`config.mk`:
```
export PLATFORM = sky130hd
export DESIGN_NAME = multi_clk_divider
export DESIGN_NICKNAME = d
export VERILOG_FILES = /design/src/rtl/multi_clk_divider.sv
export SDC_FILE = /design/constraint.sdc
export NUM_CORES = 1
export LEC_CHECK = 0
export ABC_AREA = 0
export BUFFER_PORTS_ARGS = -buffer_cell sky130_fd_sc_hd__buf_2
export CORE_MARGIN = 4
export CORE_UTILIZATION = 59
export DETAILED_ROUTE_END_ITERATION = 16
export PLACE_DENSITY_LB_ADDON = 0.12
export SKIP_LAST_GASP = 1
export SYNTH_ARGS = -nofsm -noshare
export SYNTH_HDL_FRONTEND = slang
export SYNTH_SLANG_ARGS = --single-unit
```
`constraint.sdc`:
```
create_clock -name clk_100mega -period 4.4 [get_ports clk_100mega]
set_clock_uncertainty 0.1 [all_clocks]
set_input_delay 0.44 -clock clk_100mega [delete_from_list [all_inputs] [get_ports clk_100mega]]
set_output_delay 0.44 -clock clk_100mega [all_outputs]
set_load 0.005 [all_outputs]
```
`src/rtl/multi_clk_divider.sv`:
```
// Bank of independent programmable clock dividers on one 100 MHz clock.
// Each channel runs in toggle (50% clock) or pulse (strobe) mode; new settings apply glitch-free at the channel's wrap.
module multi_clk_divider #(
  parameter int NUM_CH      = 4,
  parameter int CNT_W       = 27,
  parameter int CH_W        = 2,
  parameter int DEFAULT_DIV = 49999
) (
  input  logic              clk_100mega,
  input  logic              rst,
  input  logic              sync_all,
  input  logic              cfg_we,
  input  logic [CH_W-1:0]   cfg_ch,
  input  logic [CNT_W-1:0]  cfg_div,
  input  logic              cfg_mode,
  input  logic              cfg_en,
  output logic              cfg_ack,
  output logic              cfg_err,
  output logic [NUM_CH-1:0] clk_out,
  output logic [NUM_CH-1:0] tick
);

  typedef struct packed {
    logic [CNT_W-1:0] div;
    logic             mode;  // 0 = toggle, 1 = pulse
    logic             en;
  } cfg_t;

  localparam cfg_t RESET_CFG = '{div: CNT_W'(DEFAULT_DIV), mode: 1'b0, en: 1'b1};

  logic in_range;
  assign in_range = (32'(cfg_ch) < 32'(NUM_CH));

  // NOTE: reset here is synchronous, so it lives inside the clocked branch rather than in the sensitivity list.
  always_ff @(posedge clk_100mega) begin
    if (rst) begin
      cfg_ack <= 1'b0;
      cfg_err <= 1'b0;
    end else begin
      cfg_ack <= cfg_we && in_range;
      cfg_err <= cfg_we && !in_range;
    end
  end

  for (genvar i = 0; i < NUM_CH; i++) begin : g_ch
    cfg_t             act_q;
    cfg_t             shd_q;
    logic             pend_q;
    logic [CNT_W-1:0] cnt_q;
    logic             clk_q;
    logic             tick_q;
    logic             wr;
    logic             wrap;
    logic             apply;

    assign wr    = cfg_we && in_range && (cfg_ch == CH_W'(i));
    assign wrap  = act_q.en && (cnt_q == act_q.div);
    // A disabled channel has no phase to protect, so pending settings land at once.
    assign apply = pend_q && (sync_all || !act_q.en || wrap);

    // NOTE: the shadow set has no reset; it is only read while pend_q is set, and pend_q is reset.
    always_ff @(posedge clk_100mega) begin
      if (wr) shd_q <= '{div: cfg_div, mode: cfg_mode, en: cfg_en};
    end

    always_ff @(posedge clk_100mega) begin
      if (rst) begin
        act_q  <= RESET_CFG;
        pend_q <= 1'b0;
        cnt_q  <= '0;
        clk_q  <= 1'b0;
        tick_q <= 1'b0;
      end else begin
        if (apply) act_q <= shd_q;

        // A write coincident with an apply re-arms the flag: the new shadow waits for a later wrap.
        if (wr)         pend_q <= 1'b1;
        else if (apply) pend_q <= 1'b0;

        if (sync_all || !act_q.en) begin
          cnt_q  <= '0;
          clk_q  <= 1'b0;
          tick_q <= 1'b0;
        end else if (wrap) begin
          cnt_q  <= '0;
          tick_q <= 1'b1;
          clk_q  <= act_q.mode | ~clk_q;
        end else begin
          cnt_q  <= cnt_q + 1'b1;
          tick_q <= 1'b0;
          clk_q  <= clk_q & ~act_q.mode;
        end
      end
    end

    assign clk_out[i] = clk_q;
    assign tick[i]    = tick_q;
  end

endmodule

```
[Word level (Yosys, flattened, before mapping)]
Index checks and enable logic that the tools add are counted.
Word-level totals
  flip-flop bits (word level): 353
  input port bits: 35
  output and inout bits: 10
  word-level logic and storage cells: 121
Operators by class
  $add $sub $neg: 4
  equal/unequal tests: 7
  mux-type cells: 16
  bitwise gates (word level): 16
  reductions and logical operators: 37
Operator list (count)
  27-bit by 1-bit adder with 27-bit output (second input constant): 4
  27-bit == test: 4
  1-bit 2-to-1 mux: 16
  1-bit logical AND: 12
  3-bit OR reduction: 4
  1-bit logical OR: 8
  1-bit NOT: 8
  2-bit nonzero test: 4
  2-bit OR reduction: 4
  1-bit bitwise AND: 4
  2-bit == test (second input constant): 2
  1-bit zero test: 4
  1-bit OR: 4
  2-bit by 1-bit == test with 1-bit output (second input constant): 1
  2-bit zero test: 1

[Logic depth before layout (Yosys ltp)]
Gate-level depths: netlist of the first run.
  word-level depth: 6
  gate-level depth with buffers: 8
  gate-level depth less buffers: 6

[Worst setup path before layout of the first run]
Ideal clock, no wire load.
  path type: input port to flip-flop
  start point: input cfg_ch[1]
  end point: register g_ch[0].shd_q[0] in the netlist's numbering (enable)
  library setup time: 0.384 ns
  data arrival time: 1.503 ns
  data required time: 3.916 ns
  setup slack: 2.413 ns
  stages: 2
  path buffers: 0
  cells stage by stage: or3b_2 -> inv_1
Between the ends
  longest elaborated chain between the ends: 2
RTL lines
  from (decl): RTL line 13  | input logic [CH_W-1:0] cfg_ch,
  2-bit zero test: RTL line 56  | assign wr = cfg_we && in_range && (cfg_ch == CH_W'(i));
  1-bit logical AND: RTL line 56
  named net g_ch[0].wr: RTL line 52  | logic wr;
  to (signal assigned): RTL line 63  | if (wr) shd_q <= '{div: cfg_div, mode: cfg_mode, en: cfg_en};
  to (decl): RTL line 47  | cfg_t shd_q;
The timed path passes the listed nets, and every way through them passes these cells.
A chain may end at the register's enable or synchronous reset.

[Worst setup path in the final report of the first run]
  start point: register g_ch[3].cnt_q[19]
  end point: register g_ch[3].act_q[22] in the netlist's numbering
Between the ends
  longest elaborated chain between the ends: 4
RTL lines
  from (decl): RTL line 49  | logic [CNT_W-1:0] cnt_q;
  from (signal assigned): RTL line 89  | cnt_q <= cnt_q + 1'b1;
  27-bit == test: RTL line 57  | assign wrap = act_q.en && (cnt_q == act_q.div);
  1-bit logical AND: RTL line 57
  1-bit logical OR: RTL line 59  | assign apply = pend_q && (sync_all || !act_q.en || wrap);
  1-bit logical AND: RTL line 59
  to (signal assigned): RTL line 74  | if (apply) act_q <= shd_q;
  to (decl): RTL line 46  | cfg_t act_q;
Every way passes these cells.

==> results of run 1 <==
[Yosys cell counts, drive strengths merged, types with 31 or more instances]
cell type	instances	share of area (%)
dfxtp	237	32
xor2	149	8.8
nand2	33	0.83
nand2b	152	6.4
nand3	33	1.2
buf	31	1.6
xnor2	59	3.5
nor2	205	5.2
nor3	34	1.2
mux2i	112	7.5
edfxtp	116	23
[registers in the layout, indices dropped and copies added (netlist names)]
register / flops
cfg_ack: 1
g_ch.shd_q: 116
g_ch.pend_q: 4
g_ch.act_q: 116
g_ch.cnt_q: 108
g_ch.tick_q: 4
g_ch.clk_q: 4
[critical path, stage by stage, from the launching register on]
cell and delay (ns):
dfxtp_1 0.36, xor2_1 0.16, nor4_1 0.36, nand4_1 0.37, o21ai_4 1.06, mux2i_1 0.29
[layer usage]
layer / global-route usage (%) / vias up
li1: - / 4638
met1: 30.6 / 4553
met2: 36.9 / 150
met3: 3.27 / 57
met4: 7.58 / 0
met5: 0 / -
[layout make-up]
| class | count | share of cell area, % |
|---|---|---|
| clock buffers | 58 | 6.87 |
| clock inverters | 10 | 0.465 |
| inverters | 29 | 0.663 |
| multi-input cells | 923 | 37.8 |
| flip-flops and latches | 353 | 50.1 |
| well taps | 324 | 2.47 |
| repair buffers | 48 | 1.58 |
[logic make-up after synthesis]
kind of cell	count (synthesis)	synth area share (%)
fa+ha+maj	4	0.337
mux	112	7.55
xor+xnor	208	12.3
compound gates	32	1.35
other cells	1	0.0252
buf+inv	90	3.12
simple gates	566	20.0
flops	353	55.4
[power by group through the flow]
| stage | Clock, mW | Combinational (mW) | Sequential (mW) |
|---|---|---|---|
| 6_report | 3.06 | 0.241 | 3.48 |
| 2_1_floorplan | 0 | 0.156 | 3.54 |
| 3_5_place_dp | 0 | 0.243 | 3.55 |
| 4_1_cts | 3.12 | 0.244 | 3.48 |
| 3_3_place_gp | 0 | 0.239 | 3.55 |
| 5_1_grt | 3.26 | 0.261 | 3.49 |
[worst paths after layout]
| check | from | slack [ns] | cells after the start | end |
|---|---|---|---|---|
| max reg2reg | g_ch[3].cnt_q[19] | 1.60 | 5 | g_ch[3].act_q[22] |
| min | cfg_div[4] | 0.09 | 1 | g_ch[0].shd_q[6] |
| max | g_ch[3].cnt_q[19] | 1.60 | 5 | g_ch[3].act_q[22] |
| min reg2reg | g_ch[0].act_q[25] | 0.39 | 2 | g_ch[0].act_q[25] |
==> summary.md, run 1 <==
| Metric | Value |
|---|---|
| Status | complete, no violations |
| Initial antenna violation count | 1 |
| Ys flop type | dfxtp_1 |
| Logic pwr share | under 10% |
| Die Span Y | ~170 um |
| Antenna Nets Post-Route | 0 |
| H-tree depth | 2 |
| Post-DP HPWL | ~21000 um |
| Pwr/cell area | approximately 410 nW/um^2 |
| CTS max path bufs | 3 |
| CTS root buffer | clkbuf_16 |
| FILL cells | between 1500 and 2000 |
| FF/Latch Area | between 8000 and 9000 sq um |
| Via density | between 5 and 6 |
| Place WS | 1.59 ns |
| # setup viols final | 0 |
| Final core utilization | roughly 67% |
| # clock sinks | about 350 |
| Switching pwr | 1.43 mW |
| Vias in the first global route | 9113 |
| Worst-skew pair later-pin latency | around 0.53 ns |
| Yosys Warn Count | 0 |
| Total CTS buffers | 37 |
| Fin crit period | about 2.8 ns |
| Asr flop ratio synth | 0% |
| GR Overflow Total | 0 |
| Data arrival time of the worst path | 3.13 ns |
| EDFF count, synth | between 100 and 150 |
| Critical Path RT | ~4.7 ns |
| Initial core utilization | between 60% and 70% |
| # rows | 57 |
| Global-route wire length before repair | around 50000 um |
| Switching share of power | approximately a fifth |
| CTS tree | yes |
| Final hold slack | between 0.09 and 0.1 ns |
| Max-slew violations | 0 |
| # diodes | 0 |
| Net Count, Synth | 1405 |
| I/O pin total | 45 |
| Maxcap violations | 0 |
| Area of the core | ~25000 sq um |
| Detailed Route WL | ~32000 um |
| Fin worst setup slack | between 1.5 and 2 ns |
| Placed Instances | 1677 |
| Synth Instances | about 1400 |
| Crit end category | register |
| Yosys cell types | 44 |
| CTS resizes | 0 |
| Worst slew margin | between 10% and 20% |
| Peak Freq | between 300 and 400 MHz |
| Min-Delay Path Class | in2reg |
| M1 WL | approximately 14000 um |
| Area after DPL | about 15000 sq um |
| Commonest non-fill, non-tap cells in the layout | dfxtp_1 (237), nor2_1 (203), nand2b_1 (152) |
| Clock transition at the registers of the reported paths | ~0.060 ns |
| Design area | about 16000 sq um |
| Share of cells above drive strength 1 | under 10% |
| Total track usage | 22.4% |
| Multi-input logic area | 6210 sq um |
| Flops & latches, synth | approximately 350 |
| Initial detailed-routing violation count | 628 |
| Remaining DRCs | 0 |
| CP Max Fanout | 29 |
| Top Metal Used | met4 |
| Port Buffers | 43 |
| Seq pwr share | 51.3% |
| Peak supply drop | 0.429 mV |
| CTS Hold Bufs | 0 |
| Most common cell after layout, fill and taps aside | dfxtp_1 |
| Clock power frac | 45.1% |
| Slew @ Worst Pin | about 1.2 ns |
| Setup Crit Path Kind | reg2reg |
| Crit share post-route | around 64% |
| Drt first pass iters | 5 |
| Nets@finish | 1431 |
| Routability cong. | slightly above 0.8 |
| Vias | between 9000 and 10000 |
| PnR Total Power | 6.78 mW |
| Largest net degree at the start of global routing | 135 |
| Met2 Routed Length | 15000 um |
| Post-route setup TNS | 0 ns |
| Cell Int Power | 5.35 mW |
| Die X | approximately 170 um |
| Synth Cell Area | about 15000 sq um |
| Critical Path Start Type | register |
| Post-synthesis sequential area ratio | roughly 55% |
| Pleak | a little under 6 nW |
| Post-CTS Setup Bufs | 0 |
| Area grow syn2layout | 10.5% |
| Layout Cells excl Fill | roughly 1700 |
| Synth Area per Inst | approximately 11 sq um |
| Die area | about 28000 sq um |
| Fin. Hold Viols | 0 |
| Met3 Wirelength | about 1100 um |
| RSZ-0062 raised after global routing | false |
| Wire per inst | 18.1 um |
(Power assumes the default switching activity.)
==> run 2: changes to the inputs <==
clock period = 2.6 ns   (was 4.4 ns; I/O delays follow)
==> summary.md, run 2 (synthesis gave the netlist of run 1 again) <==
| Metric | Value |
|---|---|
| Most common cell after layout, fill and taps aside | dfxtp_1 |
| Endpoint, Worst Hold | g_ch[1].shd_q[23] |
| Critical Path Start Type | register |
| Area grow syn2layout | 13.6% |
| Peak supply drop | roughly 0.6 mV |
| Fin crit period | between 2 and 2.5 ns |
| Post-DP HPWL | roughly 20000 um |
| Register-to-Register Setup Slack | between 0.2 and 0.3 ns |
| Crit share post-route | between 80% and 90% |
| CTS max path bufs | 3 |
| Multi-input logic area | between 6000 and 7000 sq um |
| RSZ-0062 raised after global routing | false |
| Detailed Route WL | ~32000 um |
| Final hold slack | 0.0315 ns |
| Via density | between 5 and 6 |
| CTS tree | yes |
| Gr busiest metal | met2 |
| Pwr/cell area | around 690 nW/um^2 |
| Pleak | 6.08 nW |
| Die Span Y | between 150 and 200 um |
| Setup Crit Path Kind | reg2reg |
| Hold Path Origin | cfg_div[21] |
| CTS root buffer | clkbuf_16 |
| Die X | about 170 um |
| # rows | 57 |
| Share of cells above drive strength 1 | 9.32% |
| Routability cong. | 0.806 |
| Final core utilization | between 60% and 70% |
| Largest regs | g_ch.act_q (116), g_ch.shd_q (116), g_ch.cnt_q (108) |
| Initial antenna violation count | 1 |
| FILL cells | roughly 1900 |
| Post-route setup TNS | 0 ns |
| Status | complete, no violations |
| Design area | 16900 sq um |
| Met2 global-route usage | approximately 36% |
| # setup viols final | 0 |
| Largest net degree at the start of global routing | 238 |
| CTS Hold Bufs | 28 |
| Vias in the first global route | between 9000 and 10000 |
| Worst slew margin | between 40% and 50% |
| Remaining DRCs | 0 |
| Reg2reg path depth | 6 |
| # clock sinks | between 300 and 400 |
| Initial detailed-routing violation count | around 700 |
| Port Buffers | 43 |
| Data arrival time of the worst path | around 2.7 ns |
| Post-CTS Setup Bufs | 0 |
| # diodes | 0 |
| Total CTS buffers | 37 |
| Crit end category | register |
| Area of the core | ~25000 sq um |
| Area after DPL | roughly 15000 sq um |
| M1 GR Usage | a little under a third |
| GR Overflow Total | 0 |
| Drt first pass iters | 5 |
| I/O pin total | 45 |
| Nets@finish | between 1000 and 1500 |
| Commonest non-fill, non-tap cells in the layout | dfxtp_1 (237), nor2_1 (203), nand2b_1 (152) |
| Vias | between 9000 and 10000 |
| Worst-skew pair later-pin latency | 0.52 ns |
| Initial core utilization | approximately 61% |
| Fin. Hold Viols | 0 |
| Global-route wire length before repair | ~51000 um |
| Layout Cells excl Fill | ~1800 |
| Placed Instances | between 1500 and 2000 |
| FF/Latch Area | ~8200 sq um |
| Die area | 27800 sq um |
| H-tree depth | 2 |
| Antenna Nets Post-Route | 0 |
| Clock transition at the registers of the reported paths | around 0.06 ns |
| Maxcap violations | 0 |
| Reg-to-reg critical path endpoint | g_ch[0].act_q[24] |
| Total track usage | ~23% |
| CTS resizes | 0 |
| CP Max Fanout | 27 |
| Min-Delay Path Class | in2reg |
| Hold Crit Depth | 1 |
| Max-slew violations | 0 |
| Reg-to-Reg Start | g_ch[0].cnt_q[8] |
| Wire per inst | 17.7 um |
| Peak Freq | between 400 and 500 MHz |
| Slew @ Worst Pin | between 0.8 and 0.9 ns |
| Met3 GRT Util | under 10% |
| Critical Path RT | ~2.9 ns |
[run 2: cell count changes in the layout (fill, tap and decap cells not counted), moves of 2 or more]
cell and delta:
clkbuf_16 -2, buf_12 +5, clkbuf_8 -2, buf_4 +8, dlygate4sd3_1 +29, bufinv_16 +3
[run 2: metrics by stage]
stage               setup slack, ns  total power [mW]
floorplan                     0.716              6.26
global placement              0.353              6.43
detailed placement            0.285              6.44
CTS                           0.260              11.7
global route                0.00192              12.0
finish                        0.264              11.6
[run 2: worst max-delay path by stage]
stage                      startpoint                 to  slack (ns)  cells past startpoint
global placement     g_ch[1].cnt_q[5]   g_ch[1].act_q[6]        0.35                      6
CTS                  g_ch[0].cnt_q[8]  g_ch[0].act_q[13]        0.26                      6
floorplan            g_ch[1].cnt_q[9]  g_ch[1].act_q[19]        0.72                      7
detailed placement   g_ch[0].cnt_q[8]  g_ch[0].act_q[24]        0.29                      6
finish               g_ch[0].cnt_q[8]  g_ch[0].act_q[24]        0.26                      6
global route        g_ch[3].cnt_q[19]  g_ch[3].act_q[14]       0.002                      6
[run 2: final cells by class]
type                            count  area share, %
Clock buffer                       54           6.22
Clock inverter                     11          0.942
Inverter                           29          0.645
Multi-Input combinational cell    923           36.8
Sequential cell                   353           48.8
Tap cell                          324           2.40
Timing Repair Buffer               90           4.20
[run 2: power by group]
part           leakage [nW]  internal (mW)  switching [mW]  total [mW]
sequential             2.98           5.83          0.0594        5.89
clock                 0.588           3.19            2.08        5.27
combinational          2.52          0.185           0.274       0.459
total                  6.08           9.21            2.41        11.6
[run 2: routing by layer]
layer / up-vias / share of wire [%]
met5: - / 0
met4: 0 / 2.3
met3: 46 / 4.4
met2: 175 / 47
met1: 4467 / 47
li1: 4740 / -
[run 2: worst max-delay path: stages, from the launching register on]
cell,delay [ns]
dfxtp_1,0.45
xor2_1,0.10
nor4_1,0.41
nand4_1,0.38
o21ai_4,0.32
buf_12,0.25
mux2i_1,0.22
==> run 3: changes to the inputs <==
clock period = 2.2 ns   (was 2.6 ns; I/O delays follow)
==> summary.md, run 3 (synthesis gave the netlist of run 1 again) <==
| Metric | Value |
|---|---|
| Multi-input logic area | 6250 sq um |
| Most common cell after layout, fill and taps aside | dfxtp_1 |
| # clock sinks | around 350 |
| Maxcap violations | 0 |
| CP max stage cell | dfxtp_1 |
| Critical Path Start Type | register |
| CTS tree | yes |
| Largest net degree at the start of global routing | 238 |
| Fin. Hold Viols | 0 |
| CP top delay family | simple AND/OR/NAND/NOR gates |
| Peak supply drop | 0.777 mV |
| Data arrival time of the worst path | approximately 2.4 ns |
| Final core utilization | between 60% and 70% |
| CP Max Fanout | 21 |
| Initial detailed-routing violation count | between 600 and 700 |
| RSZ-0062 raised after global routing | false |
| Antenna Nets Post-Route | 0 |
| CTS max path bufs | 3 |
| Largest regs | g_ch.act_q (116), g_ch.shd_q (116), g_ch.cnt_q (108) |
| Port Buffers | 43 |
| Detailed Route WL | 32000 um |
| # setup viols final | 0 |
| Min-Delay Path Class | in2reg |
| Max-slew violations | 0 |
| FILL cells | 1789 |
| Via density | between 5 and 6 |
| Initial core utilization | roughly 61% |
| Area of the core | roughly 25000 sq um |
| Remaining DRCs | 0 |
| Slew @ Worst Pin | slightly below 0.9 ns |
| Pleak | around 6.2 nW |
| Critical Path RT | between 2 and 3 ns |
| Die Span Y | 167 um |
| Register-to-Register Setup Slack | ~0.13 ns |
| Initial antenna violation count | 1 |
| I/O pin total | 45 |
| Die X | between 150 and 200 um |
| Post-route setup TNS | 0 ns |
| PnR Total Power | 13.4 mW |
| Crit path cell chain | xor2_1 > nor4_2 > nand4_2 > o21ai_4 > buf_12 > mux2i_1 |
| GR Overflow Total | 0 |
| Vias in the first global route | ~9200 |
| Nets@finish | about 1500 |
| Worst-skew pair later-pin latency | a little over 0.5 ns |
| FF/Latch Area | between 8000 and 9000 sq um |
| Vias | 9579 |
| Die area | 27800 sq um |
| Worst slew margin | roughly two fifths |
| Commonest non-fill, non-tap cells in the layout | dfxtp_1 (237), nor2_1 (203), nand2b_1 (152) |
| Peak Freq | 484 MHz |
| Clock transition at the registers of the reported paths | approximately 0.060 ns |
| Share of cells above drive strength 1 | between 10% and 20% |
| H-tree depth | 2 |
| Pwr/cell area | slightly below 800 nW/um^2 |
| Drt first pass iters | 5 |
| Total CTS buffers | 37 |
| # diodes | 0 |
| # rows | 57 |
| Place WS | about 0.09 ns |
| Status | complete, no violations |
| Post-DP HPWL | roughly 21000 um |
| Worst path max stage delay | 0.47 ns |
| Setup Crit Path Kind | reg2reg |
| Global-route wire length before repair | between 50000 and 60000 um |
| CTS root buffer | clkbuf_16 |
| Fin worst setup slack | 0.134 ns |
| Area grow syn2layout | 15.1% |
| Crit share post-route | between 90% and 100% |
| Fin crit period | between 2 and 2.5 ns |
| Critical path buffers and inverters | 1 |
| Routability cong. | slightly above 0.8 |
| Crit end category | register |
| Final hold slack | about 0.23 ns |
| Wire per inst | between 15 and 20 um |
| Total track usage | 22.5% |
-- run 3: changes by cell type in the layout (fill, tap and decap cells not counted), sizes merged --
cell         delta
buf            +14
inv             +1
clkinv          +8
dlygate4sd3     +5
bufinv          -4
clkbuf          -2
-- run 3: repair_timing --
item                                    4_1_cts  5_1_grt
endpoints found under the hold margin       122        0
hold buffers                                 34        0
gates resized for setup                       0        6
setup buffers                                 0        0
endpoints found under the setup margin        0       95
-- run 3: per-layer routing --
layer	GRT usage [%]	up-vias	wire [um]
li1	-	4764	-
met1	31.3	4581	14900
met2	36.6	164	15100
met3	3.08	70	1060
met4	7.44	0	1000
met5	0	-	0
-- run 3: tightest hold or removal path, cell delays in order --
cell and delay (ns):
buf_2 0.23, nor2_1 0.17, nand2_1 0.13, a21oi_1 0.05
-- run 3: path summary, 6_finish.rpt --
path                                       start                to  depth (start not counted)
worst max-delay path            g_ch[1].cnt_q[9]  g_ch[1].act_q[1]                          6
worst min register to register  g_ch[0].cnt_q[0]  g_ch[0].cnt_q[0]                          1
worst max register to register  g_ch[1].cnt_q[9]  g_ch[1].act_q[1]                          6
worst min-delay path                    sync_all     g_ch[3].clk_q                          4
-- run 3: power by group --
part,switching [mW],internal (mW),leakage (nW)
registers,0.0697,6.89,2.98
logic,0.337,0.244,2.65
clock network,2.50,3.36,0.569
-- run 3: layout make-up --
cell class / instances / area share [%]
repair buffers: 109 / 5.64
well taps: 324 / 2.37
clock buffers: 52 / 6.17
flip-flops and latches: 353 / 48.1
clock inverters: 16 / 0.512
inverters: 29 / 0.637
multi-input cells: 923 / 36.6
-- run 3: stage by stage --
step,cell area [sq um],instances
4_1_cts,17100,1806
3_5_place_dp,15600,1704
2_1_floorplan,14900,1366
3_3_place_gp,15600,1704
6_report,17100,1806
5_1_grt,17100,1806
